### src/rtl/rs_pkg.sv
// rtl/rs_pkg.sv - RS(255,239) shared constants, GF(2^8) multiply and generator coefficients
// Purpose: field polynomial, code dimensions, encoder state type, the general
//          GF(2^8) multiply and the 16 generator coefficients g0..g15 of
//          g(x) = prod_{i=0..15} (x + alpha^i), alpha = 0x02.
// Ports:   none (package).
package rs_pkg;

   localparam logic [7:0] GF_POLY = 8'h1D;   // x^8 + x^4 + x^3 + x^2 + 1, x^8 term implicit
   localparam int         K       = 239;
   localparam int         NP      = 16;
   localparam int         N       = K + NP;

   typedef enum logic {
      DATA   = 1'b0,
      PARITY = 1'b1
   } enc_state_t;

   // Shift-and-add multiply; the constant multipliers reuse these exact equations.
   function automatic logic [7:0] gf_mul(input logic [7:0] a, input logic [7:0] b);
      logic [7:0] p;
      logic [7:0] s;
      p = 8'h00;
      s = a;
      for (int i = 0; i < 8; i++) begin
         if (b[i]) p = p ^ s;
         s = {s[6:0], 1'b0} ^ (s[7] ? GF_POLY : 8'h00);
      end
      return p;
   endfunction

   // Expands the product of (x + alpha^i) one root at a time; c[NP] stays 1 (monic).
   function automatic logic [8*NP-1:0] gen_g();
      logic [7:0]      c [0:NP];
      logic [7:0]      root;
      logic [8*NP-1:0] packed_g;
      for (int j = 0; j <= NP; j++) c[j] = 8'h00;
      c[0] = 8'h01;
      root = 8'h01;
      for (int i = 0; i < NP; i++) begin
         for (int j = NP; j > 0; j--) c[j] = c[j-1] ^ gf_mul(c[j], root);
         c[0] = gf_mul(c[0], root);
         root = gf_mul(root, 8'h02);
      end
      for (int j = 0; j < NP; j++) packed_g[8*j +: 8] = c[j];
      return packed_g;
   endfunction

   localparam logic [8*NP-1:0] G_PACKED = gen_g();

   localparam logic [7:0] G [0:NP-1] = '{
      G_PACKED[  7:  0], G_PACKED[ 15:  8], G_PACKED[ 23: 16], G_PACKED[ 31: 24],
      G_PACKED[ 39: 32], G_PACKED[ 47: 40], G_PACKED[ 55: 48], G_PACKED[ 63: 56],
      G_PACKED[ 71: 64], G_PACKED[ 79: 72], G_PACKED[ 87: 80], G_PACKED[ 95: 88],
      G_PACKED[103: 96], G_PACKED[111:104], G_PACKED[119:112], G_PACKED[127:120]
   };

endpackage

### src/rtl/rsenc_lfsr_if.sv
// rtl/rsenc_lfsr_if.sv - message-in / codeword-out stream bundle for the RS encoder
// Purpose: groups the input byte stream and the output codeword stream.
// Signals: in_valid/in_ready/in_data   message byte handshake (source -> encoder)
//          out_valid/out_ready/out_data codeword byte handshake (encoder -> sink)
//          out_sop/out_eop              first / last byte of a codeword
// Modports: slave  = encoder side, master = source/sink side.
interface rsenc_lfsr_if;

   logic       in_valid;
   logic       in_ready;
   logic [7:0] in_data;
   logic       out_valid;
   logic       out_ready;
   logic [7:0] out_data;
   logic       out_sop;
   logic       out_eop;

   modport slave (
      input  in_valid, in_data, out_ready,
      output in_ready, out_valid, out_data, out_sop, out_eop
   );

   modport master (
      output in_valid, in_data, out_ready,
      input  in_ready, out_valid, out_data, out_sop, out_eop
   );

endinterface

### src/rtl/gf_mul_const.sv
// rtl/gf_mul_const.sv - GF(2^8) multiply by a constant coefficient
// Purpose: o_y = i_a * C over GF(2^8) mod 0x11D, purely combinational.
// Ports:   i_a  in  8  variable operand
//          o_y  out 8  product
module gf_mul_const
   import rs_pkg::*;
#(
   parameter logic [7:0] C = 8'h01
) (
   input  logic [7:0] i_a,
   output logic [7:0] o_y
);

   // C is constant, so synthesis collapses the general equations to an XOR net.
   assign o_y = gf_mul(i_a, C);

endmodule

### src/rtl/rsenc_lfsr.sv
// rtl/rsenc_lfsr.sv - systematic RS(255,239) encoder, LFSR parity over GF(2^8)
// Purpose: passes 239 message bytes through and appends parity p15..p0.
// Ports:   clk   in  1  rising-edge clock
//          clrn  in  1  asynchronous active-low reset
//          bus   slave modport of rsenc_lfsr_if (in_* message stream,
//                out_* codeword stream with out_sop/out_eop)
module rsenc_lfsr
   import rs_pkg::*;
(
   input  logic         clk,
   input  logic         clrn,
   rsenc_lfsr_if.slave  bus
);

   enc_state_t r_state;
   logic [7:0] r_par [0:NP-1];
   logic [7:0] r_cnt;
   logic [7:0] r_out_data;
   logic       r_out_valid;
   logic       r_out_sop;
   logic       r_out_eop;

   logic       w_slot_free;
   logic       w_in_ready;
   logic [7:0] w_fb;
   logic [7:0] w_fbg [0:NP-1];

   // The single output register may load whenever it is empty or being drained.
   assign w_slot_free = !r_out_valid || bus.out_ready;
   assign w_in_ready  = (r_state == DATA) && w_slot_free;
   assign w_fb        = bus.in_data ^ r_par[NP-1];

   for (genvar j = 0; j < NP; j++) begin : g_mul
      gf_mul_const #(.C(G[j])) u_mul (
         .i_a (w_fb),
         .o_y (w_fbg[j])
      );
   end

   always_ff @(posedge clk or negedge clrn) begin
      if (!clrn) begin
         r_state     <= DATA;
         r_cnt       <= 8'd0;
         r_out_data  <= 8'h00;
         r_out_valid <= 1'b0;
         r_out_sop   <= 1'b0;
         r_out_eop   <= 1'b0;
         for (int j = 0; j < NP; j++) r_par[j] <= 8'h00;
      end else if (w_slot_free) begin
         // Slot is being vacated; stays empty unless something loads below.
         r_out_valid <= 1'b0;
         r_out_sop   <= 1'b0;
         r_out_eop   <= 1'b0;
         case (r_state)
            DATA: begin
               if (bus.in_valid) begin
                  r_par[0] <= w_fbg[0];
                  for (int j = 1; j < NP; j++) r_par[j] <= r_par[j-1] ^ w_fbg[j];
                  r_out_data  <= bus.in_data;
                  r_out_valid <= 1'b1;
                  r_out_sop   <= (r_cnt == 8'd0);
                  if (r_cnt == 8'(K-1)) begin
                     r_cnt   <= 8'd0;
                     r_state <= PARITY;
                  end else begin
                     r_cnt <= r_cnt + 8'd1;
                  end
               end
            end
            PARITY: begin
               // After NP shifts every parity register has drained to zero,
               // so the next codeword starts from a clean LFSR.
               r_out_data  <= r_par[NP-1];
               r_out_valid <= 1'b1;
               r_par[0]    <= 8'h00;
               for (int j = 1; j < NP; j++) r_par[j] <= r_par[j-1];
               if (r_cnt == 8'(NP-1)) begin
                  r_out_eop <= 1'b1;
                  r_cnt     <= 8'd0;
                  r_state   <= DATA;
               end else begin
                  r_cnt <= r_cnt + 8'd1;
               end
            end
         endcase
      end
   end

   assign bus.in_ready  = w_in_ready;
   assign bus.out_valid = r_out_valid;
   assign bus.out_data  = r_out_data;
   assign bus.out_sop   = r_out_sop;
   assign bus.out_eop   = r_out_eop;

endmodule
### src/flat_wrapper.sv
// flat-port wrapper written by rule: the top's interface ports become plain ports
module rsenc_lfsr_flat import rs_pkg::*;
  (clk, clrn, bus_in_valid, bus_in_data, bus_out_ready, bus_in_ready, bus_out_valid, bus_out_data, bus_out_sop, bus_out_eop);
  rsenc_lfsr_if bus_i ();
  input  logic clk;
  input  logic clrn;
  input wire logic [$bits(bus_i.in_valid)-1:0] bus_in_valid;
  input wire logic [$bits(bus_i.in_data)-1:0] bus_in_data;
  input wire logic [$bits(bus_i.out_ready)-1:0] bus_out_ready;
  output wire logic [$bits(bus_i.in_ready)-1:0] bus_in_ready;
  output wire logic [$bits(bus_i.out_valid)-1:0] bus_out_valid;
  output wire logic [$bits(bus_i.out_data)-1:0] bus_out_data;
  output wire logic [$bits(bus_i.out_sop)-1:0] bus_out_sop;
  output wire logic [$bits(bus_i.out_eop)-1:0] bus_out_eop;
  assign bus_i.in_valid = bus_in_valid;
  assign bus_i.in_data = bus_in_data;
  assign bus_i.out_ready = bus_out_ready;
  assign bus_in_ready = bus_i.in_ready;
  assign bus_out_valid = bus_i.out_valid;
  assign bus_out_data = bus_i.out_data;
  assign bus_out_sop = bus_i.out_sop;
  assign bus_out_eop = bus_i.out_eop;
  rsenc_lfsr u_core (.clk(clk), .clrn(clrn), .bus(bus_i));
endmodule
### config.mk
export PLATFORM = sky130hd
export DESIGN_NAME = rsenc_lfsr_flat
export DESIGN_NICKNAME = d
export VERILOG_FILES = /design/src/rtl/rs_pkg.sv /design/src/rtl/rsenc_lfsr_if.sv /design/src/rtl/gf_mul_const.sv /design/src/rtl/rsenc_lfsr.sv /design/src/flat_wrapper.sv
export SDC_FILE = /design/constraint.sdc
export NUM_CORES = 1
export LEC_CHECK = 0
export ABC_AREA = 0
export CAP_MARGIN = 25
export CORE_ASPECT_RATIO = 1.75
export CORE_UTILIZATION = 53
export CTS_CLUSTER_DIAMETER = 80
export CTS_CLUSTER_SIZE = 10
export DETAILED_ROUTE_END_ITERATION = 16
export DONT_BUFFER_PORTS = 1
export PLACE_DENSITY_LB_ADDON = 0.15
export SLEW_MARGIN = 20
export SYNTH_ARGS = -nofsm -noshare
export SYNTH_HDL_FRONTEND = slang
export SYNTH_HIERARCHICAL = 1
export SYNTH_SLANG_ARGS = --single-unit
### constraint.sdc
create_clock -name clk -period 6.35 [get_ports clk]
set_input_delay 1.5875 -clock clk [delete_from_list [all_inputs] [get_ports clk]]
set_output_delay 1.5875 -clock clk [all_outputs]
set_load 0.05 [all_outputs]
==> summary.md <==
| Metric | Value |
|---|---|
| CTS Root Cell | clkbuf_16 |
| Critical-path cell list | nor2b_1 -> nor2_1 |
| Wire length per cell | between 15 and 20 um |
| Top cells by area, synth | dfrtp_1 36%, xnor2_1 20%, nor2b_1 7.1% |
| # resized after CTS | 0 |
| HP Class | reg -> reg |
| Setup TNS | 0 ns |
| Slew @ Worst Pin | between 0.9 and 1 ns |
| Initial antenna violation count | 0 |
| Layout cell share with drive strength beyond 1 | 0.0874 |
| Period utilisation layout | 0.632 |
| Placed Cells | roughly 1200 |
| Gate Count Post-Synth | slightly above 1000 |
| Ys Warns | 6 |
| Crit path required time | 4.76 ns |
| Post-Synth Simple-Gate Area | 0.141 |
| Initial Util | 0.542 |
| Post-synthesis adder-cell area fraction | 0.00362 |
| CP Capture Type | output port |
| Flop-to-flop setup slack | 3.35 ns |
| Hold endpoint | u_core/r_par[109] |
| DP HPWL | about 13 mm |
| Tmin final | about 4 ns |
| Largest family of logic cells by synthesized area | XOR/XNOR gates |
| Post-synthesis xor/xnor area fraction | 0.383 |
| Slowest CP cell | nor2_1 |
| Num rows | between 60 and 70 |
| Syn nets | 1027 |
| Slew headroom | 0.342 |
| Longest Clk Path Bufs | 2 |
| # DRC | 0 |
| First-pass GRT wire length | 34.6 mm |
| Unrepaired setup endpoints after global routing | no |
| Mux cell area share after synthesis | 0.00870 |
| #FFs+latches synth | between 100 and 150 |
| Worst reg-to-reg path cell count | 7 |
| Num CTS Buffers | 17 |
| Post-synth EDFFs | 0 |
| Outcome | complete, no violations |
| Critical path peak fanout | 8 |
| Register Area | around 0.0037 mm^2 |
| Area leader, netlist | dfrtp_1 |
| Largest net degree at the start of global routing | ~210 |
| Crit path launch type | input pin |
| Hold-fix buffers at CTS | 0 |
| Buf/Inv on CP | 0 |
| CTS sink count | approximately 150 |
| Max cap viols | 0 |
| Core area | between 0.015 and 0.02 mm^2 |
| Antenna Diode Count | 0 |
| DRT Pass-1 Iters | 6 |
| 1st-iter DRT viols | around 270 |
| Fin cells | between 1000 and 1500 |
| Compound-Gate Fraction of Synth Area | 0.0784 |
| RR Endpoint | u_core/r_par[51] |
| Routed WL | 20.6 mm |
| Postcts setup bufs | 0 |
| Top Family by Delay on Critical Path | simple AND/OR/NAND/NOR gates |
| GPL Wtd Cong | 0.749 |
| Routed vias | between 6000 and 7000 |
| Synth async-reset ratio | 1.00 |
| Count of cell types in the netlist | slightly below 50 |
| Hold_sp | u_core/r_par[109] |
| Number of global-route vias before repair | approximately 6600 |
| Reg2reg start | u_core/r_par[1] |
| Die Y | about 190 um |
| Data arrival, critical path | between 2 and 2.5 ns |
| CP max stage delay | around 0.74 ns |
| Hold depth | 2 |
| GRT Total Usage | 0.222 |
| Crit. path cell count | 2 |
| Clock transition at path regs | roughly 0.06 ns |
| Sequential-to-total area share from yosys stat | 0.358 |
| CTS tree | built |
| Max Freq | approximately 250 MHz |
| Clk_skew | around 0.0066 ns |
| # setup viols final | 0 |
| Slew Limit Fails | 0 |
| H-tree depth | 4 |
| Grt ovf | 0 |
| Port bufs | 0 |
| Final layout net count | approximately 1000 |
| Via density | ~5.2 |
| # fillers | 1641 |
| Top_reg_cell synth | dfrtp_1 |
| # IOs | 24 |
| DRT antenna net count | 0 |
| Area share of the largest cell type after synthesis | 0.358 |
| Area of the multi-input gates | approximately 0.0065 mm^2 |
| DIE WIDTH | ~110 um |
| Final-report hold violation count | 0 |
| Kind of critical path | in -> out |
| Die area | 0.0201 mm^2 |
| Avg Cell Area, Syn | between 10 and 15 um^2 |
| Synthesized area | 0.0104 mm^2 |
| Clk_lat worst skew | between 0.4 and 0.5 ns |
| Area growth, synth to finish | 9.01% |
==> worst max-delay path by stage <==
stage,startpoint,to,slack [ns]
after CTS,bus_out_ready,bus_in_ready,2.33
after detailed placement,bus_in_data[1],u_core/r_par[51],2.23
after global routing,bus_out_ready,bus_in_ready,2.22
after floorplan,bus_in_data[7],u_core/r_par[88],0.30
after global placement,bus_in_data[1],u_core/r_par[51],2.29
final,bus_out_ready,bus_in_ready,2.33
==> cell usage after synthesis, types with 2 or more instances <==
cell type	instances
a22o_1	8
and2b_1	4
and3_2	2
buf_2	16
buf_4	8
buf_6	3
clkbuf_1	26
dfrtp_1	148
ha_1	3
inv_1	3
mux2i_1	9
nand2_1	137
nand3_1	9
nand4_1	3
nor2_1	2
nor2b_1	117
nor4_1	2
o21ai_0	127
o21ai_1	7
o311ai_1	2
xnor2_1	242
xnor2_2	5
xnor3_1	27
xnor3_2	2
xnor3_4	2
xor2_1	54
xor2_2	7
xor3_1	11
xor3_2	3
xor3_4	4
==> worst min-delay path: stages, from the launching register on <==
cell	delay [ns]
dfrtp_1	0.35
nand2_1	0.05
o21ai_0	0.06
==> per-stage QoR <==
stage	hold WS, ns	setup slack [ns]	cell area (um^2)	util
finish	0.497	2.33	11300	0.591
global route	0.520	2.22	11300	0.591
CTS	0.504	2.33	11300	0.591
detailed placement	0.491	2.23	10700	0.560
global placement	0.483	2.29	10700	0.560
floorplan	0.470	0.298	10400	-
==> state kept, by name, indices dropped and copies added (netlist names) <==
name,flops
u_core/bus.out_eop,1
u_core/bus.out_valid,1
u_core/r_par,128
u_core/bus.out_data,8
u_core/bus.out_sop,1
u_core/r_cnt,8
u_core/r_state,1
==> cell type report <==
cell class	count	area share
clock buffer	22	0.0411
clock inverter	10	0.0115
inverter	3	0.000997
multi-input combinational	807	0.578
sequential	148	0.328
tap	241	0.0267
timing repair buffer	17	0.0135
==> metal layers <==
metal / GRT usage / vias to the layer above / part of all wire
met5: 0 / - / 0
met2: 0.376 / 61 / 0.52
li1: - / 3225 / -
met1: 0.290 / 3128 / 0.44
met3: 0.0359 / 23 / 0.021
met4: 0.0622 / 0 / 0.016
==> placed cells by master (no fill, tap or decap), drive strengths merged, types with 2 or more instances in the layout <==
cell,netlist,final
xnor2,248,248
dfrtp,148,148
nand2,137,137
o21ai,135,135
nor2b,117,117
xor2,61,61
xnor3,31,31
clkbuf,27,22
xor3,18,18
buf,27,17
nand3,10,10
mux2i,9,9
a22o,9,9
clkinv,0,5
and2b,5,5
bufinv,0,3
inv,3,3
nand4,3,3
ha,3,3
nor2,3,3
clkinvlp,0,2
nor4,2,2
and3,2,2
o311ai,2,2
==> kinds of logic after synthesis <==
group | after synthesis
xor+xnor | 358
simple gates | 286
compound gates | 151
flops | 148
buf+inv | 57
mux | 9
fa+ha+maj | 3
Power is left out: the tool's default activity adds up to more than one toggle a clock period on the data nets, which glitch-free logic cannot reach.
==> edit (config.mk and constraints unchanged) <==
One comparison of `r_cnt` changes from == to >=.
--- a/src/rtl/rsenc_lfsr.sv
+++ b/src/rtl/rsenc_lfsr.sv
@@ -74,7 +74,7 @@
                r_out_valid <= 1'b1;
                r_par[0]    <= 8'h00;
                for (int j = 1; j < NP; j++) r_par[j] <= r_par[j-1];
-               if (r_cnt == 8'(NP-1)) begin
+               if (r_cnt >= 8'(NP-1)) begin
                   r_out_eop <= 1'b1;
                   r_cnt     <= 8'd0;
                   r_state   <= DATA;
Behaviour: same outputs for any inputs over 4 cycles, from zero or initial values; that may be too few to reach the edited logic, so the function may still have changed.
==> edit against the original RTL <==
- count of clock-buffer cells in the layout down 4
- design area increased by 0.18%
- die area stayed put
- synthesized cell count rose by 0.30%
- via count hardly changed
- critical path type unchanged
- sequential share of layout area is 0.058 points lower
- sequential cell count unchanged
- wire length up 1.8%
- worst hold slack improved by 1.2 ps
- setup slack worse by 3.4 ps
- area after synthesis is the same
Power is left out: the tool's default activity adds up to more than one toggle a clock period on the data nets, which glitch-free logic cannot reach.
==> edit: results (changes against the original RTL) <==
Detailed routing
  – Wire per inst: 16.7 microns (was 16.5 microns)
  – Initial DRC Count: 387 (was 272)
  – Met3 routed WL: 411 microns (was 434 microns)
  – Wl on met1: 8.95 mm (was 9.15 mm)
  – WL final: 20.9 mm (was 20.6 mm)
  – Met2 WL: 11.2 mm (was 10.7 mm)
  – Vias: 6438 (was 6437)

Final layout
  – Filler cell count in the final layout: 1650 (was 1641)
  – Ratio of cells with drive above 1 in the final layout: 0.0861 (was 0.0874)
  – Post-route cell area: 11300 sq um (about the same)

Placement
  – Routability Congestion: 0.859 (was 0.749)
  – Post-DP HPWL: 13.3 mm (was 12.6 mm)
  – Dpl cells: 1219 (was 1216)
  – Post-DP Area: 10700 sq um (about the same)

Min path
  – Worst Hold End: u_core/r_par[75]$_DFFE_PN0P_ (was u_core/r_par[109]$_DFFE_PN0P_)
  – Hold_sp: u_core/r_par[75]$_DFFE_PN0P_ (was u_core/r_par[109]$_DFFE_PN0P_)

Timing
  – Fin Hold WS: 498 ps (was 497 ps)
  – Fin crit share: 0.633 (was 0.632)
  – Final clock skew: 7.32 ps (was 6.60 ps)
  – Max-slew headroom: 0.331 (was 0.342)

Logic synthesis
  – Post-synth top cells: 244 x xnor2_1, 148 x dfrtp_1, 137 x nand2_1, 126 x o21ai_0, 122 x nor2b_1 (was 242 x xnor2_1, 148 x dfrtp_1, 137 x nand2_1, 127 x o21ai_0, 117 x nor2b_1)
  – Synth area leaders: dfrtp_1 36%, xnor2_1 21%, nor2b_1 7.4% (was dfrtp_1 36%, xnor2_1 20%, nor2b_1 7.1%)
  – Synth cell types: 46 (was 49)
  – Synthesized netlist cell count: 1015 (was 1012)

Global route
  – GR Util met3: 0.0397 (was 0.0359)
  – Global-route wire length before repair: 34.9 mm (was 34.6 mm)
  – Met2 Resource Use GR: 0.409 (was 0.376)
  – Met1 GRT Util: 0.269 (was 0.290)
  – Pin count of the biggest net entering global routing: 149 (was 206)
  – Vias in the first global route: 6529 (was 6603)

Clock network
  – Clock tree root driver cell: clkbuf_16 (unchanged)

Worst setup path
  – R2R Path Start: u_core/r_par[5]$_DFFE_PN0P_ (was u_core/r_par[1]$_DFFE_PN0P_)
  – FF-to-FF End: u_core/r_par[1]$_DFFE_PN0P_ (was u_core/r_par[51]$_DFFE_PN0P_)
  – CP max FO: 9 (was 8)

Run status
  – Outcome: finished clean (unchanged)
-- edit: cell count changes in the layout (fill, tap and decap cells not counted), moves of 3 or more --
| cell | change |
|---|---|
| nand3_1 | -6 |
| o21ai_1 | -3 |
| and2b_1 | -4 |
| nor2_1 | +9 |
| nor2b_1 | +5 |
| clkbuf_1 | -3 |
-- edit: cell type report --
class / instances / share of cell area
multi-input cells: 808 / 0.576
flip-flops and latches: 148 / 0.328
clock buffers: 18 / 0.0388
well taps: 241 / 0.0267
clock inverters: 14 / 0.0164
repair buffers: 17 / 0.0124
inverters: 5 / 0.00166
-- edit: logic make-up (layout without fill, tap and decap cells) --
logic type | after synthesis | count (layout) | synth area share
xor+xnor | 360 | 360 | 0.385
simple gates | 287 | 287 | 0.140
compound gates | 150 | 150 | 0.0778
flops | 148 | 148 | 0.358
buf+inv | 59 | 54 | 0.0283
mux | 8 | 8 | 0.00773
fa+ha+maj | 3 | 3 | 0.00362
